===== src/rtl/demux_pkg.sv =====
// Shared definitions for the buffered 1-to-4 demultiplexer and its channel slots.
package demux_pkg;

  localparam int unsigned DEMUX_NPORTS = 4;
  localparam int unsigned DEMUX_SEL_W  = 2;
  localparam int unsigned DEMUX_CNT_W  = 16;

  typedef enum logic {
    CH_EMPTY = 1'b0,
    CH_FULL  = 1'b1
  } ch_state_e;

endpackage


===== src/rtl/demux_slot.sv =====
// One output channel of demux4_buffered: a single-entry holding register with
// a valid/ready handshake toward its consumer.
module demux_slot
  import demux_pkg::*;
#(
  parameter int unsigned WIDTH = 32
) (
  input  logic             clk,
  input  logic             rst,
  input  logic             wr_en,
  input  logic [WIDTH-1:0] wr_data,
  input  logic             out_ready,
  output logic             out_valid,
  output logic [WIDTH-1:0] out_data
);

  ch_state_e        state_q, state_d;
  logic [WIDTH-1:0] data_q, data_d;

  // A write wins over a drain, so a word accepted while the old one leaves replaces it.
  always_comb begin
    state_d = state_q;
    data_d  = data_q;
    if (wr_en) begin
      state_d = CH_FULL;
      data_d  = wr_data;
    end else if ((state_q == CH_FULL) && out_ready) begin
      state_d = CH_EMPTY;
    end
  end

  always_ff @(posedge clk or posedge rst) begin
    if (rst) begin
      state_q <= CH_EMPTY;
      data_q  <= '0;
    end else begin
      state_q <= state_d;
      data_q  <= data_d;
    end
  end

  assign out_valid = (state_q == CH_FULL);
  assign out_data  = data_q;

endmodule


===== src/rtl/demux4_buffered.sv =====
// Registered 1-to-4 word demultiplexer with a one-entry buffer per channel.
// Optional per-channel transfer counters are built when DEMUX4_XFER_CNT_EN is defined.
module demux4_buffered
  import demux_pkg::*;
#(
  parameter int unsigned WIDTH = 32
) (
  input  logic                                clk,
  input  logic                                rst,
  input  logic [WIDTH-1:0]                    in_data,
  input  logic [DEMUX_SEL_W-1:0]              in_sel,
  input  logic                                in_valid,
  output logic                                in_ready,
  output logic [DEMUX_NPORTS*WIDTH-1:0]       out_data,
  output logic [DEMUX_NPORTS-1:0]             out_valid,
  input  logic [DEMUX_NPORTS-1:0]             out_ready,
  output logic [DEMUX_NPORTS*DEMUX_CNT_W-1:0] xfer_cnt
);

  logic [DEMUX_NPORTS-1:0] wr_en;
  logic                    accept;

  // Only the addressed channel gates acceptance, so a stalled consumer blocks nobody else.
  always_comb begin
    in_ready      = !out_valid[in_sel] || out_ready[in_sel];
    accept        = in_valid && in_ready;
    wr_en         = '0;
    wr_en[in_sel] = accept;
  end

  for (genvar k = 0; k < DEMUX_NPORTS; k++) begin : g_slot
    demux_slot #(
      .WIDTH(WIDTH)
    ) u_slot (
      .clk      (clk),
      .rst      (rst),
      .wr_en    (wr_en[k]),
      .wr_data  (in_data),
      .out_ready(out_ready[k]),
      .out_valid(out_valid[k]),
      .out_data (out_data[k*WIDTH +: WIDTH])
    );
  end

`ifdef DEMUX4_XFER_CNT_EN
  logic [DEMUX_CNT_W-1:0] cnt_q [DEMUX_NPORTS];
  logic [DEMUX_CNT_W-1:0] cnt_d [DEMUX_NPORTS];

  always_comb begin
    xfer_cnt = '0;
    for (int unsigned k = 0; k < DEMUX_NPORTS; k++) begin
      cnt_d[k] = cnt_q[k];
      if (out_valid[k] && out_ready[k]) begin
        cnt_d[k] = cnt_q[k] + DEMUX_CNT_W'(1);
      end
      xfer_cnt[k*DEMUX_CNT_W +: DEMUX_CNT_W] = cnt_q[k];
    end
  end

  always_ff @(posedge clk or posedge rst) begin
    if (rst) begin
      for (int unsigned k = 0; k < DEMUX_NPORTS; k++) begin
        cnt_q[k] <= '0;
      end
    end else begin
      for (int unsigned k = 0; k < DEMUX_NPORTS; k++) begin
        cnt_q[k] <= cnt_d[k];
      end
    end
  end
`else
  assign xfer_cnt = '0;
`endif

endmodule

===== config.mk =====
export PLATFORM = sky130hd
export DESIGN_NAME = demux4_buffered
export DESIGN_NICKNAME = d
export VERILOG_FILES = /design/src/rtl/demux_pkg.sv /design/src/rtl/demux_slot.sv /design/src/rtl/demux4_buffered.sv
export SDC_FILE = /design/constraint.sdc
export NUM_CORES = 1
export LEC_CHECK = 0
export BUFFER_PORTS_ARGS = -buffer_cell sky130_fd_sc_hd__buf_2
export CAP_MARGIN = 20
export CORE_ASPECT_RATIO = 1.4
export CORE_UTILIZATION = 39
export DETAILED_ROUTE_END_ITERATION = 10
export GPL_ROUTABILITY_DRIVEN = 0
export GPL_TIMING_DRIVEN = 0
export PLACE_DENSITY = 0.8
export SLEW_MARGIN = 20
export SYNTH_ARGS = -nofsm -noshare
export SYNTH_HDL_FRONTEND = slang
export SYNTH_SLANG_ARGS = --single-unit

===== constraint.sdc =====
create_clock -name clk -period 4.6 [get_ports clk]
set_input_delay 0.46 -clock clk [delete_from_list [all_inputs] [get_ports clk]]
set_output_delay 0.46 -clock clk [all_outputs]
set_load 0.01 [all_outputs]

=== Yosys cells after proc, flatten, opt, wreduce, memory -nomap -nowiden ===
Index checks and enable logic that the tools add are counted.

* Word-level logic and storage cells: 37
* Bits in registers: 132
* Bits of input ports: 41

* Bitwise operators: 1
* Order comparisons: 2
* Mux-type cells: 14
* Reductions and logical operators: 12

{| class="wikitable"
|+ Operators by type and width
! cell !! count
|-
| 1-bit two-way mux || 11
|-
| 2-bit nonzero test || 4
|-
| 1-bit logical AND || 6
|-
| 4-bit AND || 1
|-
| 1-bit binary-select mux with 2-bit select || 2
|-
| 2-bit by 3-bit < comparator with 1-bit output, second input constant || 1
|-
| 1-bit demux with 2-bit select || 1
|-
| 2-bit by 1-bit >= comparator with 1-bit output, second input constant || 1
|-
| 1-bit zero test || 1
|-
| 1-bit logical OR || 1
|}

=== Depth between registers and ports, before layout ===
* Depth after elaboration: 7
* Gate-level depth with buffers: 5
* Mapped depth without buffers: 3

=== Modules after synthesis ===
Synthesis repeated with hierarchy kept, for this count alone.

* Cells, all modules: 362
* Area, all modules: 6110.9 sq um

{| class="wikitable"
|+ By module, submodules not included
! module !! area each (sq um) !! cells each !! times used
|-
| demux_slot || 1381.3 || 72 || 4
|-
| demux4_buffered || 585.6 || 74 || 1
|}

=== Worst setup path before layout ===
No wires, ideal clock.

* Path type: input to output
* Start: input out_ready[0]
* End: output in_ready
* Arrival: 1163 ps
* Required time: 4140 ps
* Stages: 2
* Path slack: 2977 ps
* Path through: nand2b_1 mux4_1

* Cells in the longest elaborated chain, start to end: 3

{| class="wikitable"
|+ RTL lines
! item !! RTL line !! text
|-
| from (decl) || demux4_buffered.sv:16 || <nowiki>input logic [DEMUX_NPORTS-1:0] out_ready,</nowiki>
|-
| 1-bit binary-select mux with 2-bit select || demux4_buffered.sv:25 || <nowiki>in_ready = !out_valid[in_sel] || out_ready[in_sel];</nowiki>
|-
| 1-bit two-way mux (not written as such) || demux4_buffered.sv:25 ||
|-
| 1-bit logical OR || demux4_buffered.sv:25 ||
|-
| to (decl) || demux4_buffered.sv:13 || <nowiki>output logic in_ready,</nowiki>
|}

Every way passes these cells. The select of a mux whose other input is x is not followed.

=== Worst setup path in the final report ===
* Start: register g_slot[2].u_slot.state_q
* End: output in_ready

* Cells in the longest elaborated chain, start to end: 4

{| class="wikitable"
|+ RTL lines
! item !! RTL line !! text
|-
| from (decl) || demux_slot.sv:17 || <nowiki>ch_state_e state_q, state_d;</nowiki>
|-
| from (signal assigned) || demux_slot.sv:37 || <nowiki>state_q <= state_d;</nowiki>
|-
| 1-bit binary-select mux with 2-bit select || demux4_buffered.sv:25 ||
|-
| 1-bit two-way mux (not written as such) || demux4_buffered.sv:25 ||
|-
| 1-bit zero test || demux4_buffered.sv:25 ||
|-
| 1-bit logical OR || demux4_buffered.sv:25 ||
|}

Every way passes these cells. The select of a mux whose other input is x is not followed.

==> impl_metrics.py <==
metrics = {
    "run_status": {
        "status": "complete, but fails checks",
        "violations": "DRC",
    },
    "floorplanning": {
        "design.core.area_mm2": 0.0138,
        "rows": 51,
        "die_y_um": 143,
        "initial_core_util_pct": 39.9,
        "die_w_um": 103,
        "top_level_ports": 238,
        "die-area_mm2": 0.0147,
    },
    "critical_path": {
        "ff2ff_path_depth": 4,
        "cp.required_ns": 4.14,
        "path_class": "register to output port",
        "cp_max_fo": 3,
        "cp-start-kind": "register",
        "crit_arrival_ns": 1.55,
        "end_kind": "output port",
    },
    "global_route": {
        "grt_pass1_wl_mm": 18.6,
        "grt_pass1_vias": 3562,
        "track_usage_pct": 17.1,
        "antenna_found_initial": 0,
        "grt_max_degree": 69,
        "grt_remaining_overflow": 0,
    },
    "logic_synthesis": {
        "syn_inst": 361,
        "synth_cell_types": 18,
        "ys_ff_latch": 132,
        "ys.warnings.count": 0,
        "seq_area_frac_synth_pct": 59.7,
        "netlist_area_mm2": 0.00553,
        "synth_area_per_cell_um2": 15.3,
    },
    "routing": {
        "routed_wl_mm": 12.0,
        "viasPerCell": 4.34,
        "drc": 2,
        "via_count": 3540,
        "wl_per_cell_um": 14.7,
        "dr.pass1.iters": 7,
        "drt-initial-drc-count": 75,
        "postRouteAntennaNets": 0,
    },
    "sta": {
        "final_hold_viol_count": 0,
        "report.final.slew_viol_count": 0,
        "rsz0062_at_grt": "false",
        "finalCritPeriodShare_pct": 43.6,
        "slew_headroom_pct": 61.8,
        "finClkSkew_ns": 0.00864,
        "fin_ws_ns": 2.59,
        "worst-slew-pin-transition_ns": 0.573,
        "setup_viol": 0,
        "fin_setup_tns_ns": 0,
        "hold_ws_ns": 0.123,
        "layout_min_cycle_time_ns": 2.01,
        "fmax_ghz": 0.498,
    },
    "power": {
        "vdd_drop_max_uv": 277,
        "total_power_mw": 3.56,
        "p_leak_nw": 3.76,
        "p_per_area_mw_per_mm2": 477,
    },
    "final_layout": {
        "drive_above_1_share_pct": 64.3,
        "diodes": 0,
        "instances_no_fill": 815,
        "syn_to_final_growth_pct": 34.9,
        "filler_cell_count": 1168,
        "nets": 658,
        "final_area_mm2": 0.00746,
        "final_core_util_pct": 53.9,
    },
    "placement": {
        "dp_hpwl_mm": 8.99,
        "io_buffers": 173,
        "pre_cts_ws_ns": 2.73,
        "dpl.cell_count": 783,
        "dpl_cell_area_mm2": 0.00690,
    },
    "clock_network": {
        "numCtsBuffers": 17,
        "postCtsSetupBuffers": 0,
        "cts_resized": 0,
        "cts_htree_levels": 4,
        "hold_buffers": 0,
        "cts_buffer_depth": 2,
        "clkTransAtPathRegs_ns": 0.06,
        "clk_latency_ns": 0.41,
        "clockRootBuffer": "clkbuf_16",
        "cts_tree": "done",
        "clock_sinks": 132,
    },
    "hold_path": {
        "holdCritPathClass": "input port to async pin",
    },
    "run": {
        "drv_cap": 0,
    },
}
-- path summary, 6_finish.rpt --
| check | slack (ns) | startpoint | end |
|---|---|---|---|
| max in group asynchronous | 3.72 | rst | g_slot[3].u_slot.out_data[10] |
| min in group clk | 0.31 | in_data[24] | g_slot[3].u_slot.out_data[24] |
| worst max register to register | 2.99 | g_slot[2].u_slot.out_valid | g_slot[2].u_slot.out_data[18] |
| worst min-delay path | 0.12 | rst | g_slot[2].u_slot.out_data[23] |
| worst min register to register | 0.48 | g_slot[2].u_slot.out_data[30] | g_slot[2].u_slot.out_data[30] |
| worst max-delay path | 2.59 | g_slot[2].u_slot.out_valid | in_ready |
-- synth_stat cells --
cell type  instances  area share, %
nor3b_4            1           0.34
nand2b_1           4           0.45
mux4_1             1           0.48
nor2b_2            1           0.16
o21ai_0            1          0.090
nand2_1            5           0.34
mux2_2           113             23
conb_1             1          0.068
mux2_1            15            3.1
nor2b_1            1           0.11
buf_2              1          0.090
buf_6              9            1.8
dfrtp_1          132             60
inv_1              1          0.068
buf_4             72            9.8
nand3b_2           1           0.20
and3_1             1           0.11
nand3_1            1          0.090
-- critical path: stages (launching register included) --
cell	delay, ns
dfrtp_1	0.37
nand2b_1	0.10
mux4_1	0.51
buf_2	0.16
-- power by group --
part	total, mW	leakage (nW)	switching, mW	internal, mW
combinational	0.790	1.93	0.388	0.403
clock	1.25	0.262	0.513	0.739
sequential	1.52	1.57	0.114	1.40
total	3.56	3.76	1.01	2.54
-- placed cells by master (no fill, tap or decap), types with 2 or more instances in the layout --
| cell type | Yosys | final |
|---|---|---|
| clkinvlp_4 | 0 | 5 |
| clkbuf_8 | 0 | 3 |
| nand2b_1 | 4 | 4 |
| dfrtp_1 | 132 | 132 |
| clkinv_4 | 0 | 2 |
| buf_6 | 9 | 9 |
| conb_1 | 1 | 64 |
| nand2_1 | 5 | 5 |
| mux2_1 | 15 | 15 |
| mux2_2 | 113 | 113 |
| clkbuf_16 | 0 | 17 |
| buf_4 | 72 | 72 |
| buf_2 | 1 | 174 |
| inv_6 | 0 | 5 |
-- cell families (layout without fill, tap and decap cells) --
logic type	count (synthesis)	count (layout)	synth area share [%]
mux	129	129	26.5
buf+inv	83	289	11.8
compound gates	1	1	0.0904
other cells	1	64	0.0678
flops	132	132	59.7
simple gates	15	15	1.81
-- routing by layer --
metal | share of wire, % | track usage [%] | vias to the layer above
li1 | - | - | 1616
met1 | 37 | 18.8 | 1753
met2 | 55 | 30.6 | 152
met3 | 5.2 | 3.57 | 19
met4 | 2.4 | 8.80 | 0
met5 | 0 | 0 | -
-- registers in the layout, indices dropped and copies added (netlist names) --
| signal | count |
|---|---|
| g_slot.u_slot.out_data | 128 |
| g_slot.u_slot.out_valid | 4 |
-- cell type report --
class                   count  area (µm²)  share of cell area (%)
plain buffers              82         647                    8.67
clock buffers              20         467                    6.26
clock inverters            12        95.1                    1.27
inverters                   1        8.76                   0.117
multi-input cells         209        1810                    24.3
flip-flops and latches    132        3300                    44.3
well taps                 185         231                    3.10
repair buffers            174         893                    12.0
Note: power is estimated with default switching activity, not from simulation.
